## config.mk

```make
export PLATFORM = sky130hd
export DESIGN_NAME = fp_div_seq
export DESIGN_NICKNAME = d
export VERILOG_FILES = /design/src/rtl/fp32_pkg.sv /design/src/rtl/fp_div_classify.sv /design/src/rtl/fp_div_seq.sv
export SDC_FILE = /design/constraint.sdc
export NUM_CORES = 1
export LEC_CHECK = 0
export ABC_AREA = 1
export BUFFER_PORTS_ARGS = -buffer_cell sky130_fd_sc_hd__buf_2
export CAP_MARGIN = 20
export CELL_PAD_IN_SITES_DETAIL_PLACEMENT = 0
export CELL_PAD_IN_SITES_GLOBAL_PLACEMENT = 2
export CORE_AREA = 2 2 180 182
export DETAILED_ROUTE_END_ITERATION = 10
export DIE_AREA = 0 0 182 184
export PLACE_DENSITY_LB_ADDON = 0.1
export SLEW_MARGIN = 30
export SYNTH_ARGS = -nofsm -noshare
export SYNTH_HDL_FRONTEND = slang
export SYNTH_SLANG_ARGS = --single-unit
```

## constraint.sdc

```tcl
create_clock -name clk -period 17.8 [get_ports clk]
set_input_delay 0.89 -clock clk [delete_from_list [all_inputs] [get_ports clk]]
set_output_delay 0.89 -clock clk [all_outputs]
set_load 0.02 [all_outputs]
```

## src/rtl/fp32_pkg.sv

```systemverilog
// rtl/fp32_pkg.sv - shared single-precision constants, flag indices and divider state type
package fp32_pkg;

  localparam int EXP_BITS = 8;
  localparam int MAN_BITS = 23;
  localparam int BIAS     = 127;
  localparam int EXP_MAX  = 255;
  localparam logic [31:0] QNAN = 32'h7FC0_0000;

  localparam int FLG_INV = 3;
  localparam int FLG_DZ  = 2;
  localparam int FLG_OVF = 1;
  localparam int FLG_UNF = 0;

  // one quotient bit per cycle: hidden bit, MAN_BITS fraction bits, two for normalise and guard, one sticky
  localparam int ITER_N = MAN_BITS + 4;

  typedef enum logic [1:0] {
    S_IDLE,
    S_CLASSIFY,
    S_ITER,
    S_ROUND
  } div_state_t;

endpackage

```

## src/rtl/fp_div_classify.sv

```systemverilog
// rtl/fp_div_classify.sv - combinational operand classifier and special-case result generator for divide
module fp_div_classify
  import fp32_pkg::*;
#(
  parameter int EXP_W = EXP_BITS,
  parameter int MAN_W = MAN_BITS
) (
  input  logic [EXP_W+MAN_W:0] in1,
  input  logic [EXP_W+MAN_W:0] in2,
  output logic                 is_special,
  output logic [EXP_W+MAN_W:0] special_result,
  output logic [3:0]           special_flags
);

  localparam int W = EXP_W + MAN_W + 1;

  logic sign;
  logic a_zero, a_inf, a_nan;
  logic b_zero, b_inf, b_nan;
  logic a_emax, b_emax;
  logic [W-1:0] inf_val;
  logic [W-1:0] zero_val;

  // denormals are flushed: any zero exponent counts as zero regardless of mantissa
  assign a_emax = (in1[W-2 -: EXP_W] == EXP_W'(EXP_MAX));
  assign b_emax = (in2[W-2 -: EXP_W] == EXP_W'(EXP_MAX));
  assign a_zero = (in1[W-2 -: EXP_W] == '0);
  assign b_zero = (in2[W-2 -: EXP_W] == '0);
  assign a_inf  = a_emax & ~(|in1[MAN_W-1:0]);
  assign b_inf  = b_emax & ~(|in2[MAN_W-1:0]);
  assign a_nan  = a_emax & (|in1[MAN_W-1:0]);
  assign b_nan  = b_emax & (|in2[MAN_W-1:0]);

  assign sign     = in1[W-1] ^ in2[W-1];
  assign inf_val  = {sign, {EXP_W{1'b1}}, {MAN_W{1'b0}}};
  assign zero_val = {sign, {(W-1){1'b0}}};

  always_comb begin
    is_special     = 1'b0;
    special_result = '0;
    special_flags  = '0;
    if (a_nan || b_nan || (a_zero && b_zero) || (a_inf && b_inf)) begin
      is_special             = 1'b1;
      special_result         = W'(QNAN);
      special_flags[FLG_INV] = 1'b1;
    end else if (a_inf) begin
      is_special     = 1'b1;
      special_result = inf_val;
    end else if (b_zero) begin
      is_special            = 1'b1;
      special_result        = inf_val;
      special_flags[FLG_DZ] = 1'b1;
    end else if (a_zero || b_inf) begin
      is_special     = 1'b1;
      special_result = zero_val;
    end
  end

endmodule

```

## src/rtl/fp_div_seq.sv

```systemverilog
// rtl/fp_div_seq.sv - sequential single-precision divider: restoring radix-2 mantissa divide with RNE rounding
module fp_div_seq
  import fp32_pkg::*;
#(
  parameter int EXP_W = EXP_BITS,
  parameter int MAN_W = MAN_BITS
) (
  input  logic                 clk,
  input  logic                 rst,
  input  logic                 start,
  input  logic [EXP_W+MAN_W:0] in1,
  input  logic [EXP_W+MAN_W:0] in2,
  output logic                 busy,
  output logic                 done,
  output logic [EXP_W+MAN_W:0] final_val,
  output logic [3:0]           flags
);

  localparam int W   = EXP_W + MAN_W + 1;
  localparam int R_W = MAN_W + 2;
  localparam int Q_W = MAN_W + 4;
  localparam int E_W = EXP_W + 2;
  localparam logic signed [E_W-1:0] BIAS_S = E_W'(BIAS);
  localparam logic signed [E_W-1:0] EMAX_S = E_W'(EXP_MAX);
  localparam logic signed [E_W-1:0] ONE_S  = E_W'(1);
  localparam logic signed [E_W-1:0] ZERO_S = '0;
  localparam logic [4:0] CNT_LAST = 5'(ITER_N - 1);

  div_state_t state_q, state_d;

  logic [W-1:0]          a_q, b_q;
  logic                  sign_q;
  logic signed [E_W-1:0] exp_q;
  logic [R_W-1:0]        rem_q;
  logic [MAN_W:0]        div_q;
  logic [Q_W-1:0]        quo_q;
  logic [4:0]            cnt_q;

  logic         is_special;
  logic [W-1:0] special_result;
  logic [3:0]   special_flags;

  fp_div_classify #(.EXP_W(EXP_W), .MAN_W(MAN_W)) u_classify (
    .in1            (a_q),
    .in2            (b_q),
    .is_special     (is_special),
    .special_result (special_result),
    .special_flags  (special_flags)
  );

  // restoring step: remainder stays below 2*divisor, so the shifted value always fits R_W bits
  logic           rem_ge;
  logic [R_W-1:0] rem_sub;
  assign rem_ge  = (rem_q >= {1'b0, div_q});
  assign rem_sub = rem_ge ? (rem_q - {1'b0, div_q}) : rem_q;

  logic [MAN_W-1:0]      frac_pre;
  logic                  guard, sticky, round_up;
  logic signed [E_W-1:0] exp_n, exp_r;
  logic [MAN_W:0]        frac_sum;
  logic [W-1:0]          round_result;
  logic [3:0]            round_flags;

  always_comb begin
    if (quo_q[Q_W-1]) begin
      frac_pre = quo_q[Q_W-2:3];
      guard    = quo_q[2];
      sticky   = (|quo_q[1:0]) | (|rem_q);
      exp_n    = exp_q;
    end else begin
      frac_pre = quo_q[Q_W-3:2];
      guard    = quo_q[1];
      sticky   = quo_q[0] | (|rem_q);
      exp_n    = exp_q - ONE_S;
    end
    round_up = guard & (sticky | frac_pre[0]);
    // carry out of the fraction leaves it all-zero, which is exactly 1.0 at the next exponent
    frac_sum = {1'b0, frac_pre} + (MAN_W+1)'(round_up);
    exp_r    = frac_sum[MAN_W] ? (exp_n + ONE_S) : exp_n;

    round_flags  = '0;
    round_result = {sign_q, exp_r[EXP_W-1:0], frac_sum[MAN_W-1:0]};
    if (exp_r >= EMAX_S) begin
      round_result         = {sign_q, {EXP_W{1'b1}}, {MAN_W{1'b0}}};
      round_flags[FLG_OVF] = 1'b1;
    end else if (exp_r <= ZERO_S) begin
      round_result         = {sign_q, {(W-1){1'b0}}};
      round_flags[FLG_UNF] = 1'b1;
    end
  end

  always_comb begin
    state_d = state_q;
    unique case (state_q)
      S_IDLE:     if (start) state_d = S_CLASSIFY;
      S_CLASSIFY: state_d = is_special ? S_IDLE : S_ITER;
      S_ITER:     if (cnt_q == CNT_LAST) state_d = S_ROUND;
      S_ROUND:    state_d = S_IDLE;
      default:    state_d = S_IDLE;
    endcase
  end

  always_ff @(posedge clk or posedge rst) begin
    if (rst) state_q <= S_IDLE;
    else     state_q <= state_d;
  end

  always_ff @(posedge clk or posedge rst) begin
    if (rst) begin
      a_q       <= '0;
      b_q       <= '0;
      sign_q    <= 1'b0;
      exp_q     <= '0;
      rem_q     <= '0;
      div_q     <= '0;
      quo_q     <= '0;
      cnt_q     <= '0;
      busy      <= 1'b0;
      done      <= 1'b0;
      final_val <= '0;
      flags     <= '0;
    end else begin
      done <= 1'b0;
      unique case (state_q)
        S_IDLE: if (start) begin
          a_q    <= in1;
          b_q    <= in2;
          sign_q <= in1[W-1] ^ in2[W-1];
          exp_q  <= $signed({2'b00, in1[W-2 -: EXP_W]}) - $signed({2'b00, in2[W-2 -: EXP_W]}) + BIAS_S;
          busy   <= 1'b1;
        end
        S_CLASSIFY: begin
          if (is_special) begin
            final_val <= special_result;
            flags     <= special_flags;
            done      <= 1'b1;
            busy      <= 1'b0;
          end else begin
            rem_q <= {2'b01, a_q[MAN_W-1:0]};
            div_q <= {1'b1, b_q[MAN_W-1:0]};
            quo_q <= '0;
            cnt_q <= '0;
          end
        end
        S_ITER: begin
          quo_q <= {quo_q[Q_W-2:0], rem_ge};
          rem_q <= {rem_sub[R_W-2:0], 1'b0};
          cnt_q <= cnt_q + 5'd1;
        end
        S_ROUND: begin
          final_val <= round_result;
          flags     <= round_flags;
          done      <= 1'b1;
          busy      <= 1'b0;
        end
        default: ;
      endcase
    end
  end

endmodule

```

; Word-level counts from Yosys, hierarchy flattened
; Index checks and enable logic that the tools add are counted.
[totals]
register_bits = 196
in_bits = 67
out_inout_bits = 38
word_cells = 110
[op_classes]
addsub = 7
magnitude_cmp = 3
n_eq_ne = 10
mux = 42
n_bitwise = 13
n_reduce_logical = 22
[op_table]
columns = cell, count
row1 = $mux W32, 5
row2 = $pmux W32 S2, 1
row3 = $mux W31, 2
row4 = $pmux W27 S2, 1
row5 = $pmux W25 S2, 1
row6 = $reduce_or A23 Y1, 2
row7 = $mux W27, 1
row8 = $ge A25 B24 Y1, 1
row9 = $mux W25, 1
row10 = $reduce_or A25 Y1, 1
row11 = $add A23 B1 Y24, 1
row12 = $mux W24, 1
row13 = $sub A24 B24 Y24, 1
row14 = $mux W23, 1
row15 = $mux W10, 2
row16 = $eq A8 B8 Y1 const B, 2
row17 = $logic_not A8 Y1, 2
row18 = $mux W1, 16
row19 = $add A10 B2 Y10 const B, 1
row20 = $add A9 B8 Y10 const B, 1
row21 = $ge A10 B9 Y1 const B, 1
row22 = $le A10 B1 Y1 const B, 1
row23 = $pmux W5 S2, 1
row24 = $reduce_and A2 Y1, 5
row25 = other kinds (25), 45

; Depth between registers and ports, before layout
; Gate-level depths: netlist (run 1).
[logic_depth]
depth_word = 11
mapped_depth = 21
depth_no_buf = 19

; Modules after synthesis
; Synthesis (run 1) repeated with hierarchy kept, for this count alone.
[hier_totals]
hier_cells = 1728
hier_area_um2 = 12698.4
[modules_own_cells]
columns = module, n_inst, cells_per_inst, area_per_inst_um2, seq_area_each_um2
row1 = fp_div_seq, 1, 1607, 12066.6, 4904.7
row2 = fp_div_classify, 1, 121, 631.9, 0.0

; Worst setup path before layout (run 1)
; OpenSTA, ideal clock, no wires.
[synth_timing]
path_kind = input to register
from = input in1[23]
to = register exp_q[8]
setup_ns = 0.127
arrival_time_ns = 2.597
required_ns = 17.673
path_slack_ns = 15.077
stages = 12
path_buffers = 0
cell_sequence = inv_1 > ha_1 > inv_1 > fa_1 > inv_1 > ha_1 > inv_1 > or2_2 > nor3_1 > nand2_1 > nand3_1 > o21ai_0
[synth_via]
elab_chain_len = 2
[synth_rtl]
columns = item, line_no
row1 = from (decl), fp_div_seq.sv:11  ; input logic [EXP_W+MAN_W:0] in1,
row2 = $sub A8 B8 Y9, fp_div_seq.sv:129  ; exp_q <= $signed({2'b00, in1[W-2 -: EXP_W]}) - $signed({2'b00, in2[W-2 -: EXP_W]}) + BIAS_S;
row3 = $add A9 B8 Y10, fp_div_seq.sv:129
row4 = to (signal assigned), fp_div_seq.sv:129
row5 = to (decl), fp_div_seq.sv:33  ; logic signed [E_W-1:0] exp_q;
; No other way between the ends.
; A chain may end at the register's enable or synchronous reset.

; Worst setup path after layout (run 1)
[layout_timing]
from = register quo_q[26]
to = register final_val[22]
[layout_via]
elab_chain_len = 9
elab_cells_between_ends = 14
classes_between = add/sub: 2 / order compare: 2 / mux: 8 / bitwise: 2
[layout_rtl]
columns = item, line_no
row1 = from (decl), fp_div_seq.sv:36  ; logic [Q_W-1:0] quo_q;
row2 = from (signal assigned), fp_div_seq.sv:146  ; quo_q <= {quo_q[Q_W-2:0], rem_ge};
row3 = $mux W1 or $mux W23 (tied branches), fp_div_seq.sv:65  ; if (quo_q[Q_W-1]) begin
row4 = $or A1 B1 Y1, fp_div_seq.sv:76  ; round_up = guard & (sticky | frac_pre[0]);
row5 = $and A1 B1 Y1, fp_div_seq.sv:76
row6 = $add A23 B1 Y24, fp_div_seq.sv:78  ; frac_sum = {1'b0, frac_pre} + (MAN_W+1)'(round_up);
row7 = $mux W10, fp_div_seq.sv:79  ; exp_r = frac_sum[MAN_W] ? (exp_n + ONE_S) : exp_n;
row8 = $le A10 B1 Y1, fp_div_seq.sv:86  ; end else if (exp_r <= ZERO_S) begin
row9 = $mux W31, fp_div_seq.sv:86
row10 = $mux W31 *, fp_div_seq.sv:83  ; if (exp_r >= EMAX_S) begin
row11 = $pmux W32 S2 *, fp_div_seq.sv:124  ; unique case (state_q)
row12 = to (signal assigned), fp_div_seq.sv:134  ; final_val <= special_result;
row13 = to (signal assigned), fp_div_seq.sv:151  ; final_val <= round_result;
row14 = to (decl), fp_div_seq.sv:15  ; output logic [EXP_W+MAN_W:0] final_val,
; Every way passes the cells marked *; elsewhere a longest branch is shown, timed or not.

==> reports/qor.yml, run 1 <==
arrival_ps: 3990
path_max_fanout: 49
die_area_um2: 33500
num_vias: 10400
rr_endpoint: "final_val[22]$_DFFE_PP0P_"
irDropWorstVdd_mv: 0.0936
cts_resized: 0
synth-seq-area-share: 0.414
synth_top_area_cell: "dfrtp_1"
drc: 0
wl_um: 33000
period_share: 0.202
muxShareOfSynthArea: 0
die_h_um: 184
sw_frac_of_total: 0.479
drt_first_pass_iters: 5
setup_viol: 0
combPwrFrac: 0.515
p_clk_frac: 0.170
relSlewSlack: 0.455
path_class: "flop to flop"
synth_area_leaders: "dfrtp_1 (41%), nand2_1 (14%), o21ai_0 (5.9%), inv_1 (5.2%), nor2_1 (4.2%)"
ys.warnings.count: 0
tightest_slew_ps: 818
ys_top_cells_by_count: "nand2_1 (453), dfrtp_1 (196), inv_1 (164)"
rsz0062_at_grt: "false"
drt_iter0_markers: 660
seqPwrFrac: 0.315
io_pins: 105
ys_ff_latch: 196
post_cts.repair.setup_buffers: 0
row_count: 65
synth_top_flop_cell: "dfrtp_1"
fin_crit_ps: 3590
die_w_um: 182
dp_hpwl_um: 24100
r2r_start: "quo_q[26]$_DFFE_PP0P_"
drive_gt1_frac: 0.144
wl_per_cell_um: 16.0
antenna_found_initial: 1
core_um2: 31400
avgSynthCellArea_um2: 7.54
multi_input_area_um2: 5960
internal_power_mw: 1.23
crit_path_cell_trace: "buf_4 -> inv_2 -> nand2_1 -> nand2_1 -> inv_1 -> nand2_1 -> nor2_4 -> nand4_1 -> nor2_2 -> nand3_1 -> nand2_1 -> inv_1 -> nand4_1 -> nand2_1 -> nand2_2 -> nand3_1 -> nand3_1"
grt_pass1_wl_um: 55100
final_nets: 1752
synth-xor-area-share: 0.0309
max_stage_delay_ps: 480
syn-num-nets: 1678
clk_pin_slew_ps: 90
gp_congestion: 0.831
synth_top_family_by_area: "simple AND/OR/NAND/NOR gates"
drv_slew: 0
clock_skew_ps: 12.9
grt_overflow: 0
numCtsBuffers: 17
p_leak_nw: 6.43
timing_hold_violations_final: 0
yosys.area_share.simple: 0.288
crit_required_ps: 18190
end_kind: "flop"
start_util: 0.377
drtAntennaViolNets: 0
regArea_um2: 4900
synthDominantCellAreaShare: 0.414
area_growth_pct: 11.7
holdCritPathClass: "flop to flop"
clk_latency_ps: 460
cts_buffer_depth: 2
power.density_nw_per_um2: 178
p_sw_mw: 1.13
cp-start-kind: "flop"
synth_compound_area_frac: 0.140
status: "finished, final reports clean"
cts_tree: "yes"
fill_cells: 3329
hp-start: "div_q[23]$_DFFE_PP0P_"
vias_per_cell: 5.02
synth_edf_count: 0
finalWorstSetupSlack_ps: 14210
cts_max_level: 4
hold_buffers: 0
fmax_mhz: 278
synth_cells: 1571
cts.sinks: 196
track_usage: 0.208
min_delay_worst_endpoint: "div_q[23]$_DFFE_PP0P_"
cp_slowest_cell: "nand2_2"
root_buffer: "clkbuf_16"
numPortBuffers: 104
netlist_area_um2: 11800
crit_path_frequent_cell: "nand2_1"
grt_pass1_vias: 10400
async_flop_share: 1.00
synth.most_common_cell: "nand2_1"
holdPathStages: 2
r2r_cells: 17
grt_max_degree: 145
place_ws_ps: 14270
r2r_setup_slack_ps: 14210
synth_fa_ha_area_frac: 0.0435
drv_cap: 0
synth_cell_types: 50
setup-tns-final_ps: 0
-- flip-flops by register name (all words and copies together), names as in the netlist, named ones only --
signal     count
a_q           32
b_q           32
busy           1
cnt_q          5
div_q         24
done           1
exp_q         10
final_val     32
flags          4
quo_q         27
rem_q         25
sign_q         1
state_q        1
-- cells by family after synthesis --
logic type	Yosys count
compound gates	298
xor+xnor	41
fa+ha+maj	40
buf+inv	236
flops	196
simple gates	760
-- placed cells by master, fill, tap and decap left out, types with 7 or more instances in the layout --
master | synthesis | routed
a21oi_1 | 80 | 80
a22oi_1 | 7 | 7
buf_2 | 7 | 104
buf_4 | 0 | 10
clkbuf_16 | 0 | 17
dfrtp_1 | 196 | 196
ha_1 | 38 | 38
inv_1 | 164 | 161
inv_2 | 10 | 11
inv_6 | 0 | 7
nand2_1 | 453 | 452
nand2_2 | 21 | 22
nand3_1 | 43 | 42
nand3_2 | 23 | 24
nand4_1 | 24 | 24
nor2_1 | 134 | 134
nor2_2 | 8 | 8
nor2_4 | 13 | 13
nor3_1 | 11 | 11
nor4_1 | 16 | 16
o211ai_1 | 8 | 8
o21ai_0 | 139 | 139
o22ai_1 | 30 | 30
xnor2_1 | 13 | 13
xor2_1 | 27 | 27
-- cell type report --
class | count | area share
inverter | 177 | 0.0513
clock buffer | 18 | 0.0324
timing repair buffer | 114 | 0.0450
clock inverter | 14 | 0.0117
tap | 402 | 0.0380
sequential | 196 | 0.371
multi-input combinational | 1139 | 0.451
antenna | 1 | 0.000189
-- critical path, delay by kind of cell (launching register included) --
family / cells / cell delay [ps]
flip-flops: 1 / 340
AND/OR/NAND/NOR: 13 / 2200
buffers and inverters: 4 / 970
-- power groups by stage --
stage	combinational, mW	clock, mW	sequential (mW)
floorplan	0.919	0	0.735
global placement	1.22	0	0.748
detailed placement	1.22	0	0.750
CTS	1.22	0.412	0.743
global route	1.40	0.429	0.768
finish	1.21	0.401	0.743
-- stage by stage --
step                       util  instances  hold slack (ps)  instance area [um^2]  total power [mW]
after floorplan               -       1571              426                 11800              1.65
after global placement    0.403       2028              450                 12600              1.97
after detailed placement  0.403       2028              447                 12600              1.97
after CTS                 0.421       2060              469                 13200              2.38
after global routing      0.421       2060              483                 13200              2.60
final                     0.421       2061              466                 13200              2.36
-- how the worst max path moves through the flow --
| stage | end | depth (start not counted) | start |
|---|---|---|---|
| 2_1_floorplan | async pin | 1 | rst |
| 3_3_place_gp | final_val[20]$_DFFE_PP0P_ | 17 | quo_q[26]$_DFFE_PP0P_ |
| 3_5_place_dp | final_val[22]$_DFFE_PP0P_ | 17 | quo_q[26]$_DFFE_PP0P_ |
| 4_1_cts | final_val[22]$_DFFE_PP0P_ | 17 | quo_q[26]$_DFFE_PP0P_ |
| 5_1_grt | final_val[20]$_DFFE_PP0P_ | 17 | quo_q[26]$_DFFE_PP0P_ |
| 6_report | final_val[22]$_DFFE_PP0P_ | 17 | quo_q[26]$_DFFE_PP0P_ |
-- per-layer routing --
layer,part of all wire,routed length [um],vias up,track usage
li1,-,-,5251,-
met1,0.52,17300,4894,0.304
met2,0.43,14000,191,0.317
met3,0.042,1380,19,0.0384
met4,0.011,355,0,0.0516
met5,0,0,-,0
No activity file was read; power rests on OpenSTA's default activity.
==> inputs of run 2 (changes only) <==
--- a/config.mk
+++ b/config.mk
@@ -10,9 +10,9 @@
 export CAP_MARGIN = 20
 export CELL_PAD_IN_SITES_DETAIL_PLACEMENT = 0
 export CELL_PAD_IN_SITES_GLOBAL_PLACEMENT = 2
-export CORE_AREA = 2 2 180 182
+export CORE_AREA = 2 2 187 189
 export DETAILED_ROUTE_END_ITERATION = 10
-export DIE_AREA = 0 0 182 184
+export DIE_AREA = 0 0 189 191
 export PLACE_DENSITY_LB_ADDON = 0.1
 export SLEW_MARGIN = 30
 export SYNTH_ARGS = -nofsm -noshare
==> constraint.sdc (replaced) <==
create_clock -name clk -period 3.6 [get_ports clk]
set_input_delay 0.18 -clock clk [delete_from_list [all_inputs] [get_ports clk]]
set_output_delay 0.18 -clock clk [all_outputs]
set_load 0.02 [all_outputs]
==> run 2 against run 1 <==
Critical path depth grew 1. Flip-flop and latch count unchanged. Routed wire length is 1.1% higher. Sequential share of layout area down 2.1 points. Die area increased by 7.8%. Register-to-register slack got worse by 14000 ps. First-iteration DRC count increased by 0.15%. Total power increased to 5.0 times the previous value. Hold slack worse by 450 ps. Global-route usage down 1.3 points. Critical path type unchanged. Critical endpoint unchanged. Largest cell class unchanged. Highest routed layer unchanged.
==> reports/qor.yml, run 2 (same netlist as run 1, synthesis figures left out) <==
status: "finished, final reports clean"
holdCritPathClass: "input port to flop"
grt_overflow: 0
antenna_found_initial: 0
setup_viol: 0
instances_no_fill: 2181
crit_required_ps: 3940
wl_um: 33400
drive_gt1_frac: 0.141
final_cell_mix: "nand2_1 (452), dfrtp_1 (196), inv_1 (161)"
num_vias: 10400
numCtsBuffers: 17
dp_hpwl_um: 24800
io_pins: 105
fin_crit_ps: 3140
core_um2: 34100
die_w_um: 189
arrival_ps: 3480
gp_congestion: 0.818
sw_frac_of_total: 0.474
setup-tns-final_ps: 0
seqPwrFrac: 0.311
internal_power_mw: 6.23
start_util: 0.347
irDropWorstVdd_mv: 0.441
finalWorstSetupSlack_ps: 457
dp.cells: 2087
cts.sinks: 196
drt_iter0_markers: 661
max_stage_delay_ps: 420
drv_slew: 0
fmax_mhz: 318
p_clk_frac: 0.172
cp-start-kind: "flop"
cts_tree: "yes"
track_usage: 0.195
die_area_um2: 36100
cts_buffer_depth: 2
power.density_nw_per_um2: 847
path_max_fanout: 30
end_kind: "flop"
tightest_slew_ps: 777
period_share: 0.873
fill_cells: 3576
relSlewSlack: 0.481
grt_pass1_vias: 10500
clk_latency_ps: 460
crit_path_frequent_cell: "nand2_1"
drc: 0
clk_pin_slew_ps: 80
row_count: 68
grt_max_degree: 113
root_buffer: "clkbuf_16"
p_leak_nw: 6.73
hold_buffers: 62
drtAntennaViolNets: 0
post_cts.repair.setup_buffers: 0
combPwrFrac: 0.516
area_growth_pct: 18.2
final_common_cell: "nand2_1"
grt_pass1_wl_um: 55800
cts_max_level: 4
crit_path_cell_trace: "inv_2 -> nand2_1 -> nand2_2 -> nand2_1 -> nor2_4 -> nand2_2 -> inv_2 -> nand3_4 -> nand2_1 -> nand2_2 -> inv_1 -> nand2_1 -> nor2_1 -> nand4_1 -> nand2_1 -> nand2_2 -> nand3_1 -> nand3_1"
place_ws_ps: 473
rsz0062_at_grt: "false"
numPortBuffers: 104
drv_cap: 0
timing_hold_violations_final: 0
die_h_um: 191
p_sw_mw: 5.63
drt_first_pass_iters: 5
wl_per_cell_um: 15.3
postLayoutCellArea_um2: 14000
cts_resized: 0
placedInstanceArea_um2: 12800
largestRegisters: "a_q (32), b_q (32), final_val (32)"
final_nets: 1820
path_class: "flop to flop"
vias_per_cell: 4.77
cp_slowest_cell: "inv_2"
clock_skew_ps: 10.6
run 2: final timing paths:
| path | start | to | slack [ps] | cells after the start |
|---|---|---|---|---|
| max in group asynchronous | rst | final_val[23]$_DFFE_PP0P_ | 2300 | 4 |
| worst max-delay path | quo_q[26]$_DFFE_PP0P_ | final_val[22]$_DFFE_PP0P_ | 460 | 18 |
| worst min register to register | div_q[23]$_DFFE_PP0P_ | div_q[23]$_DFFE_PP0P_ | 470 | 2 |
| worst min-delay path | in2[30] | b_q[30]$_DFFE_PP0P_ | 10 | 3 |
| min in group asynchronous | rst | a_q[8]$_DFFE_PP0P_ | 320 | 3 |
| worst max register to register | quo_q[26]$_DFFE_PP0P_ | final_val[22]$_DFFE_PP0P_ | 460 | 18 |
run 2: per-layer routing:
layer  vias to the layer above  track usage  routed length, um
met1                      4861        0.284              17500
met3                        26       0.0266                820
met5                         -            0                  0
met2                       127        0.306              14700
li1                       5382            -                  -
met4                         0       0.0484                404
run 2: cell type report:
| class | instances | area [um^2] | area share |
|---|---|---|---|
| Inverter | 177 | 669 | 0.0478 |
| Sequential cell | 196 | 4900 | 0.350 |
| Clock buffer | 17 | 425 | 0.0304 |
| Tap cell | 455 | 569 | 0.0407 |
| Timing Repair Buffer | 182 | 1290 | 0.0918 |
| Antenna cell | 1 | 2.50 | 0.000179 |
| Multi-Input combinational cell | 1139 | 5960 | 0.426 |
| Clock inverter | 14 | 188 | 0.0134 |
run 2: critical path: cells and delay by family, from the launching register on:
kind,cells,cell delay [ps]
buffers and inverters,3,640
DFF,1,390
and+or+nand+nor,15,1990
run 2: power groups by stage:
stage               Clock [mW]  Combinational, mW  Sequential (mW)
finish                    2.05               6.13             3.69
global route              2.20               7.03             3.83
CTS                       2.11               6.20             3.70
detailed placement           0               6.11             3.72
global placement             0               6.12             3.73
floorplan                    0               4.54             3.63
run 2: through the flow:
step                power, mW  hold WS [ps]  utilization
floorplan                8.18           288            -
global placement         9.86           261        0.374
global route             13.1          35.0        0.410
detailed placement       9.83           269        0.374
CTS                      12.0         0.456        0.410
finish                   11.9          12.5        0.410
==> inputs of run 3 (changes only) <==
--- a/config.mk
+++ b/config.mk
@@ -10,9 +10,9 @@
 export CAP_MARGIN = 20
 export CELL_PAD_IN_SITES_DETAIL_PLACEMENT = 0
 export CELL_PAD_IN_SITES_GLOBAL_PLACEMENT = 2
-export CORE_AREA = 2 2 187 189
+export CORE_AREA = 8 8 193 195
 export DETAILED_ROUTE_END_ITERATION = 10
-export DIE_AREA = 0 0 189 191
+export DIE_AREA = 0 0 201 203
 export PLACE_DENSITY_LB_ADDON = 0.1
 export SLEW_MARGIN = 30
 export SYNTH_ARGS = -nofsm -noshare
==> run 3 against run 2 <==
Maximum frequency down 2.2%. Via count is 1.1% higher. Global-route usage shrank 2.2 points. Routed wire length grew 3.3%. Critical path type unchanged. Critical endpoint unchanged. Largest power group unchanged. Highest routed layer unchanged.
==> reports/qor.yml, run 3 (same netlist as run 1, synthesis figures left out) <==
finalWorstSetupSlack_ps: 386
cts.sinks: 196
rsz0062_at_grt: "false"
largestRegisters: "a_q (32), b_q (32), final_val (32)"
irDropWorstVdd_mv: 0.429
gp_congestion: 0.818
max_stage_delay_ps: 560
grt_max_degree: 67
numPortBuffers: 104
status: "finished, final reports clean"
crit_path_cell_trace: "buf_4 -> buf_4 -> nand2_1 -> nand2_1 -> ha_1 -> inv_1 -> nor2_2 -> nand2_1 -> nor2_1 -> nand3_1 -> a21oi_2 -> nand3_4 -> nor2_4 -> nor2_4 -> buf_4 -> nand3_1 -> nand3_1"
antenna_found_initial: 0
drt_iter0_markers: 503
vias_per_cell: 4.81
setup-tns-final_ps: 0
start_util: 0.347
clock_skew_ps: 8.93
cp_slowest_cell: "dfrtp_1"
drt_first_pass_iters: 5
timing_hold_violations_final: 0
path_buf_inv: 4
utilization: 0.410
crit_family: "simple AND/OR/NAND/NOR gates"
cts_tree: "yes"
drive_gt1_frac: 0.145
die_w_um: 201
grt_pass1_vias: 10800
final_common_cell: "nand2_1"
period_share: 0.893
p_leak_nw: 6.74
row_count: 68
wl_per_cell_um: 15.8
tightest_slew_ps: 686
die_h_um: 203
track_usage: 0.173
drv_cap: 0
fin_crit_ps: 3210
final_nets: 1822
crit_required_ps: 3940
root_buffer: "clkbuf_16"
fmax_mhz: 311
fill_cells: 3538
clk_pin_slew_ps: 80
wl_um: 34500
cts_max_level: 4
num_vias: 10500
cts_buffer_depth: 2
regArea_um2: 4900
dp_hpwl_um: 26000
area_growth_pct: 18.2
die_area_um2: 40800
place_ws_ps: 249
clk_latency_ps: 450
holdCritPathClass: "input port to flop"
cp-start-kind: "flop"
numCtsBuffers: 17
drc: 0
arrival_ps: 3550
path_max_fanout: 25
end_kind: "flop"
grt_pass1_wl_um: 57700
drtAntennaViolNets: 0
power.total_mw: 11.8
multi_input_area_um2: 5960
io_pins: 105
drv_slew: 0
path_class: "flop to flop"
relSlewSlack: 0.543
final_cell_mix: "nand2_1 (452), dfrtp_1 (196), inv_1 (161)"
core_um2: 34100
setup_viol: 0
placedInstanceArea_um2: 12800
postLayoutCellArea_um2: 14000
grt_overflow: 0
power.density_nw_per_um2: 841
run 3: per-stage QoR:
| step | cells | hold slack (ps) |
|---|---|---|
| floorplan | 1571 | 288 |
| global placement | 2093 | 382 |
| detailed placement | 2094 | 207 |
| CTS | 2183 | 2.14 |
| global route | 2183 | 32.5 |
| finish | 2184 | 25.4 |
run 3: power breakdown:
part / internal (mW) / total [mW] / switching, mW / leakage [nW]
Sequential: 3.05 / 3.68 / 0.631 / 2.49
Combinational: 2.13 / 6.15 / 4.03 / 3.97
Clock: 0.947 / 1.94 / 0.992 / 0.282
run 3: area by class of cell:
cell class	count	area share
antenna	1	0.000179
multi-input combinational	1139	0.426
clock inverter	13	0.00930
sequential	196	0.350
timing repair buffer	184	0.0939
tap	455	0.0407
clock buffer	19	0.0316
inverter	177	0.0478
run 3: per-layer routing:
layer  global-route usage  share of wire
met5                    0              0
met4               0.0357         0.0076
met3               0.0296          0.029
met2                0.272           0.44
met1                0.248           0.52
run 3: worst register-to-register path, cell delays in order (launching register included):
cell and delay [ps]:
dfrtp_1 560, buf_4 280, buf_4 300, nand2_1 110, nand2_1 150, ha_1 180
inv_1 70, nor2_2 100, nand2_1 100, nor2_1 180, nand3_1 140, a21oi_2 230
nand3_4 120, nor2_4 130, nor2_4 30, buf_4 250, nand3_1 110, nand3_1 70
run 3: path summary, 6_finish.rpt:
check                                            from  cells past startpoint  slack [ps]                         to
worst max-delay path            quo_q[26]$_DFFE_PP0P_                     17         390  final_val[22]$_DFFE_PP0P_
worst min-delay path                          in2[28]                      3          30        b_q[28]$_DFFE_PP0P_
worst max register to register  quo_q[26]$_DFFE_PP0P_                     17         390  final_val[22]$_DFFE_PP0P_
worst min register to register   flags[3]$_DFFE_PP0P_                      2         470       flags[3]$_DFFE_PP0P_
max in group asynchronous                         rst                      5        2490       div_q[3]$_DFFE_PP0P_
min in group asynchronous                         rst                      3         280       rem_q[8]$_DFFE_PP0P_
run 3: timing repair:
item | CTS | global route
hold buffers | 57 | 0
gates resized for setup | 0 | 1
buffers inserted | 0 | 0
hold endpoints to repair | 68 | 0
endpoints found under the setup margin | 0 | 22
